[src/rtl/hash_rs.sv]
// hash_rs: reservation station for the hash FU; holds dispatched ops until both sources are valid, snoops the CDB.
// Latency: issue strobe is registered, so an op ready in cycle N strobes in N+2 at the earliest; HASH_RS_OLDEST_FIRST_EN picks oldest.
// Backpressure: disp_ready low when full (upstream holds); no selection while fu_busy or while input_transmit is high.
module hash_rs #(
   parameter  int DEPTH = 4,
   localparam int IDXW  = $clog2(DEPTH)
) (
   input  logic                 clk,
   input  logic                 rst,
   input  logic                 flush,
   input  logic                 disp_valid,
   output logic                 disp_ready,
   input  logic [7:0]           disp_operand,
   input  logic [1:0]           disp_dep_rdy,
   input  logic [1:0][3:0]      disp_dep_tag,
   input  logic [1:0][7:0]      disp_dep_val,
   input  logic [7:0]           disp_wbs,
   input  logic [7:0]           disp_flags,
   input  logic [3:0]           disp_robid,
   input  logic                 cdb_transmit,
   input  logic [3:0]           cdb_id,
   input  logic [7:0]           cdb_val,
   input  logic                 fu_busy,
   output logic                 input_transmit,
   output logic [7:0]           operand,
   output logic [1:0][7:0]      depvals,
   output logic [7:0]           wbs,
   output logic [7:0]           flags,
   output logic [3:0]           robid,
   output logic [IDXW:0]        occupancy
);

   typedef struct packed {
      logic            valid;
      logic [7:0]      operand;
      logic [1:0]      rdy;
      logic [1:0][3:0] tag;
      logic [1:0][7:0] val;
      logic [7:0]      wbs;
      logic [7:0]      flags;
      logic [3:0]      robid;
`ifdef HASH_RS_OLDEST_FIRST_EN
      logic [IDXW:0]   seq;
`endif
   } entry_t;

   typedef struct packed {
      logic [7:0]      operand;
      logic [1:0][7:0] depvals;
      logic [7:0]      wbs;
      logic [7:0]      flags;
      logic [3:0]      robid;
   } issue_t;

   entry_t          ent_q [DEPTH];
   entry_t          ent_d [DEPTH];
   entry_t          new_ent;
   issue_t          iss_q, iss_d;
   logic            input_transmit_q, input_transmit_d;

   logic            free_vld;
   logic [IDXW-1:0] free_idx;
   logic            sel_vld;
   logic [IDXW-1:0] sel_idx;
   logic [IDXW:0]   occ;

`ifdef HASH_RS_OLDEST_FIRST_EN
   logic [IDXW:0]   seq_ctr_q, seq_ctr_d;
   logic [IDXW:0]   age, best_age;
`endif

   // Lowest free slot and population count, both from registered valid bits only.
   always_comb begin
      free_vld = 1'b0;
      free_idx = '0;
      occ      = '0;
      for (int i = DEPTH - 1; i >= 0; i--) begin
         if (!ent_q[i].valid) begin
            free_vld = 1'b1;
            free_idx = IDXW'(i);
         end
         occ = occ + (IDXW+1)'(ent_q[i].valid);
      end
   end

   always_comb begin
      sel_vld = 1'b0;
      sel_idx = '0;
`ifdef HASH_RS_OLDEST_FIRST_EN
      age      = '0;
      best_age = '0;
`endif
      for (int i = 0; i < DEPTH; i++) begin
         if (ent_q[i].valid && (&ent_q[i].rdy) && !fu_busy && !input_transmit_q) begin
`ifdef HASH_RS_OLDEST_FIRST_EN
            age = seq_ctr_q - ent_q[i].seq;
            if (!sel_vld || (age > best_age)) begin
               sel_vld  = 1'b1;
               sel_idx  = IDXW'(i);
               best_age = age;
            end
`else
            if (!sel_vld) begin
               sel_vld = 1'b1;
               sel_idx = IDXW'(i);
            end
`endif
         end
      end
   end

   // Incoming entry; a same-cycle broadcast of a pending tag is captured here so the wakeup is not lost.
   always_comb begin
      new_ent         = '0;
      new_ent.valid   = 1'b1;
      new_ent.operand = disp_operand;
      new_ent.wbs     = disp_wbs;
      new_ent.flags   = disp_flags;
      new_ent.robid   = disp_robid;
      for (int s = 0; s < 2; s++) begin
         new_ent.tag[s] = disp_dep_tag[s];
         if (disp_dep_rdy[s]) begin
            new_ent.rdy[s] = 1'b1;
            new_ent.val[s] = disp_dep_val[s];
         end else if (cdb_transmit && (cdb_id == disp_dep_tag[s])) begin
            new_ent.rdy[s] = 1'b1;
            new_ent.val[s] = cdb_val;
         end
      end
`ifdef HASH_RS_OLDEST_FIRST_EN
      new_ent.seq = seq_ctr_q;
`endif
   end

   always_comb begin
      ent_d            = ent_q;
      iss_d            = iss_q;
      input_transmit_d = 1'b0;
`ifdef HASH_RS_OLDEST_FIRST_EN
      seq_ctr_d        = seq_ctr_q;
`endif
      for (int i = 0; i < DEPTH; i++) begin
         for (int s = 0; s < 2; s++) begin
            if (ent_q[i].valid && !ent_q[i].rdy[s] && cdb_transmit && (ent_q[i].tag[s] == cdb_id)) begin
               ent_d[i].rdy[s] = 1'b1;
               ent_d[i].val[s] = cdb_val;
            end
         end
      end

      if (sel_vld) begin
         ent_d[sel_idx].valid = 1'b0;
         input_transmit_d     = 1'b1;
         iss_d.operand        = ent_q[sel_idx].operand;
         iss_d.depvals        = ent_q[sel_idx].val;
         iss_d.wbs            = ent_q[sel_idx].wbs;
         iss_d.flags          = ent_q[sel_idx].flags;
         iss_d.robid          = ent_q[sel_idx].robid;
      end

      if (disp_valid && free_vld) begin
         ent_d[free_idx] = new_ent;
`ifdef HASH_RS_OLDEST_FIRST_EN
         seq_ctr_d       = seq_ctr_q + 1'b1;
`endif
      end

      // Flush wins over everything: the pending selection is dropped and the payload keeps its old value.
      if (flush) begin
         for (int i = 0; i < DEPTH; i++) begin
            ent_d[i].valid = 1'b0;
         end
         input_transmit_d = 1'b0;
         iss_d            = iss_q;
`ifdef HASH_RS_OLDEST_FIRST_EN
         seq_ctr_d        = '0;
`endif
      end
   end

   always_ff @(posedge clk or negedge rst) begin
      if (!rst) begin
         for (int i = 0; i < DEPTH; i++) begin
            ent_q[i] <= '0;
         end
         iss_q            <= '0;
         input_transmit_q <= 1'b0;
`ifdef HASH_RS_OLDEST_FIRST_EN
         seq_ctr_q        <= '0;
`endif
      end else begin
         ent_q            <= ent_d;
         iss_q            <= iss_d;
         input_transmit_q <= input_transmit_d;
`ifdef HASH_RS_OLDEST_FIRST_EN
         seq_ctr_q        <= seq_ctr_d;
`endif
      end
   end

   assign disp_ready     = free_vld;
   assign occupancy      = occ;
   assign input_transmit = input_transmit_q;
   assign operand        = iss_q.operand;
   assign depvals        = iss_q.depvals;
   assign wbs            = iss_q.wbs;
   assign flags          = iss_q.flags;
   assign robid          = iss_q.robid;

endmodule
[config.mk]
export PLATFORM = sky130hd
export DESIGN_NAME = hash_rs
export DESIGN_NICKNAME = d
export VERILOG_FILES = /design/src/rtl/hash_rs.sv
export SDC_FILE = /design/constraint.sdc
export NUM_CORES = 1
export LEC_CHECK = 0
export BUFFER_PORTS_ARGS = -buffer_cell sky130_fd_sc_hd__buf_2
export CORE_MARGIN = 2
export CORE_UTILIZATION = 60
export DETAILED_ROUTE_END_ITERATION = 16
export GPL_ROUTABILITY_DRIVEN = 0
export GPL_TIMING_DRIVEN = 1
export PLACE_DENSITY_LB_ADDON = 0.12
export SETUP_SLACK_MARGIN = 0.4
export SYNTH_ARGS = -nofsm -noshare
export SYNTH_HDL_FRONTEND = slang
export SYNTH_SLANG_ARGS = --single-unit
[constraint.sdc]
create_clock -name clk -period 3.96 [get_ports clk]
set_clock_uncertainty 0.2 [all_clocks]
set_input_delay 0.792 -clock clk [delete_from_list [all_inputs] [get_ports clk]]
set_output_delay 0.792 -clock clk [all_outputs]
set_load 0.02 [all_outputs]
## Word level (Yosys, flattened, before mapping)

Index checks and enable logic that the tools add are counted.

- Muxes and demuxes: 59
- $lt $le $gt $ge: 4
- Eq/ne operators: 10
- Add/sub/neg operators: 3
- Reductions and logical operators: 56
- Bitwise gates (word level): 3

Operators with widths:

| cell | number |
|---|---|
| bitwise mux 220 bit | 2 |
| two-way mux 220 bit | 2 |
| demux 55 bit (select 2 bit) | 2 |
| binary-select mux 55 bit (select 2 bit) | 1 |
| two-way mux 55 bit | 2 |
| two-way mux 54 bit | 2 |
| two-way mux 8 bit | 12 |
| logical AND 1 bit | 41 |
| equality test 4 bit | 10 |
| two-way mux 1 bit | 28 |
| two-way mux 2 bit | 8 |
| logical NOT 1 bit | 10 |
| AND reduction 2 bit | 5 |
| >= comparator 3 bit, second input constant | 2 |
| < comparator 3 x 1 -> 1 bit, second input constant | 2 |
| inverter 2 -> 3 bit | 2 |
| adder 2 x 1 -> 3 bit | 1 |
| adder 3 x 1 -> 3 bit | 1 |
| adder 1 x 1 -> 2 bit | 1 |
| inverter 1 bit | 1 |

- Logic and storage cells: 182
- Input bits: 72
- Output and inout port bits: 49
- Bits in registers: 265

## Logic depth before layout (Yosys ltp)

- Word-level depth: 21
- Gate-level depth with buffers: 8
- Mapped depth without buffers: 5

## Least setup slack after synthesis

No wires, ideal clock.

- Path kind: register to output
- Start: register ent_q[54] in the netlist's numbering
- End: output occupancy[1]
- Data required time: 2.968 ns
- Slack: 1.422 ns
- Path buffers: 0
- Data arrival time: 1.546 ns
- Cell stages (with the launch flop): 6
- Cell sequence: dfrtp_1 -> inv_1 -> fa_1 -> inv_1 -> ha_1 -> ha_1

- Longest elaborated chain between the ends: 3

RTL lines:

| element | line | RTL |
|---|---|---|
| start, declared | 55 | `entry_t ent_q [DEPTH];` |
| start signal, assigned | 192 | `ent_q <= ent_d;` |
| adder 1 x 1 -> 2 bit | 82 | `occ = occ + (IDXW+1)'(ent_q[i].valid);` |
| adder 2 x 1 -> 3 bit | 82 |  |
| adder 3 x 1 -> 3 bit | 82 |  |
| end, declared | 30 | `output logic [IDXW:0] occupancy` |

Every way passes these cells.

## Worst setup path after layout

- Start: register ent_q[219] in the netlist's numbering
- End: output occupancy[1]

- Longest elaborated chain between the ends: 1

RTL lines:

| element | line |
|---|---|
| adder 3 x 1 -> 3 bit | 82 |

Every way passes these cells.

==> reports/metrics.yaml <==
cts_buffers: 28
fmax_mhz: 301
final-setup-viol-count: 0
pin_count: 121
hold_class: "in -> async"
ctsHoldBuffers: 0
start_util_pct: 60.8
grt_pass1_wl_mm: 55.3
tns_ns: 0
slew_viol_final: 0
syn_inst: 1324
dp_hpwl_mm: 20.6
fin_crit_ns: 3.32
cp_max_fo: 8
num_rows: 53
yosys-top-cells-area: "dfrtp_1 52%, nand2_1 10%, mux2_2 6.4%"
finalHoldViolCount: 0
viasPerCell: 6.00
ff_latch_area_mm2: 0.00663
drtAntennaViolNets: 0
syn_avg_cell_area_um2: 9.62
required_ns: 2.97
nFillCells: 1674
outcome: "finished, final reports clean"
grt_pass1_vias: 10300
cts_tree: "yes"
portBuffers: 120
crit_arrival_ns: 2.33
drive_above_1_share_pct: 20.8
cts_setup_buffers: 0
synth-seq-area-share_pct: 52.0
cts_resized: 0
grt_overflow: 0
power_leakage_nw: 7.10
synth_top_area_share_pct: 52.0
maxCapViolations: 0
rsz0062_at_grt: "false"
power.density_mw_per_mm2: 541
slew_headroom_pct: 36.1
n_antenna_cell: 0
die_x_um: 150
final_cell_mix: "348 x nand2_1, 265 x dfrtp_1, 119 x buf_2, 104 x o21ai_0, 72 x mux2_2"
fin_crit_sh_pct: 83.8
worstSkewPairLatency_ns: 0.54
endpoint_kind: "output pin"
start_kind: "flip-flop"
cts_sinks: 265
peakVddDrop_mv: 0.419
dr.pass1.iters: 5
layout_setup_ws_ns: 0.642
dieArea_mm2: 0.0224
syn-cell-area_mm2: 0.0127
die_y_um: 150
wl_per_cell_um: 20.1
drt-initial-drc-count: 651
routed_wl_mm: 34.0
criticalPathCategory: "reg -> out"
syn_to_final_growth_pct: 13.3
clockRootBuffer: "clkbuf_16"
synth_nets: 1401
core_area_mm2: 0.0210
clock_path_buffers: 3
synth_enable_flop_cells: 0
netlist.top_cell.by_area: "dfrtp_1"
yosysUniqueCellTypes: 36
mostFrequentLayoutCell: "nand2_1"
nNetsFinal: 1474
max_slew.worst_pin.slew_ns: 0.959
grt_max_degree: 76
synthArstFlopShare_pct: 100
drc_errors: 0
num_vias: 10200
antenna_found_initial: 0
synth_warnings: 0
synth_flop_cell: "dfrtp_1"
multi_input_area_mm2: 0.00561
post-place-ws_ns: 0.956
htree_num_levels: 1
grt_usage_pct: 31.4
clk_pin_slew_worst_paths_ns: 0.06
ys_ff_latch: 265
==> where the power goes <==
group	switching [mW]	total, mW	internal, mW
logic	0.950	1.61	0.656
clock network	1.07	2.56	1.49
registers	0.349	3.65	3.30
==> path summary, 6_finish.rpt <==
check | start | endpoint | slack, ns | cells after the start
worst max-delay path | ent_q[219] | occupancy[1] | 0.64 | 6
worst min-delay path | rst | depvals[14] | 0.02 | 1
worst max register to register | input_transmit | operand[0] | 1.42 | 7
worst min register to register | ent_q[129] | ent_q[129] | 0.27 | 2
max in group asynchronous | rst | ent_q[206] | 2.60 | 2
min in group clk | ent_q[129] | ent_q[129] | 0.27 | 2
==> registers in the layout (all words and copies together), names as in the netlist <==
register and flops:
ent_q 220, depvals 16, flags 8, operand 8
wbs 8, robid 4, input_transmit 1
==> per-layer routing <==
metal  vias up  track usage [%]  part of all wire, %
met2       382             51.8                   48
met4         0             8.92                  2.4
li1       4651                -                    -
met3        67             4.60                  6.7
met1      5064             43.7                   43
met5         -                0                    0
==> cell usage after synthesis, types with 2 or more instances <==
cell type / number
a21o_1: 43
a21oi_1: 46
a22oi_1: 8
a31oi_1: 44
and4_1: 4
buf_1: 18
buf_2: 28
buf_4: 4
buf_6: 3
clkbuf_1: 51
clkbuf_2: 3
dfrtp_1: 265
ha_1: 4
inv_1: 14
mux2_2: 72
mux2i_1: 64
nand2_1: 349
nand3_1: 49
nand4_1: 11
nor2_1: 59
nor2b_1: 2
nor3_1: 9
o21ai_0: 104
o21ai_1: 5
o41ai_2: 16
xnor2_1: 32
xor2_1: 8
==> worst max-delay path, cell delays in order, from the launching register on <==
cell and delay [ns]:
dfrtp_1 0.55, inv_1 0.09, fa_1 0.49, inv_1 0.05, ha_1 0.17, ha_1 0.28, buf_2 0.16
==> layout make-up <==
| class | instances | share of cell area, % |
|---|---|---|
| Sequential cell | 265 | 45.9 |
| Timing Repair Buffer | 150 | 6.22 |
| Tap cell | 275 | 2.38 |
| Clock buffer | 45 | 6.00 |
| Clock inverter | 7 | 0.260 |
| Multi-Input combinational cell | 938 | 38.9 |
| Inverter | 14 | 0.364 |
==> cells by family after synthesis <==
| family | after synthesis | synth area share, % |
|---|---|---|
| flip-flops | 265 | 52.0 |
| buffers and inverters | 121 | 4.16 |
| multiplexers | 136 | 11.4 |
| AND/OR/NAND/NOR | 487 | 15.4 |
| AO/OA/AOI/OAI | 270 | 13.7 |
| adder cells (fa/ha/maj) | 5 | 0.550 |
| XOR/XNOR | 40 | 2.75 |
==> through the flow <==
stage	instances	area, um^2	hold slack (ns)	total power, mW	util (%)
6_report	1694	14400	0.0176	7.81	68.9
3_5_place_dp	1642	13500	0.257	5.30	64.6
4_1_cts	1694	14400	0.0360	7.85	68.9
2_1_floorplan	1324	12700	0.240	4.69	-
5_1_grt	1694	14400	0.0428	8.20	68.9
3_3_place_gp	1642	13500	0.251	5.24	64.6
Power figures use the tool's default switching activity.
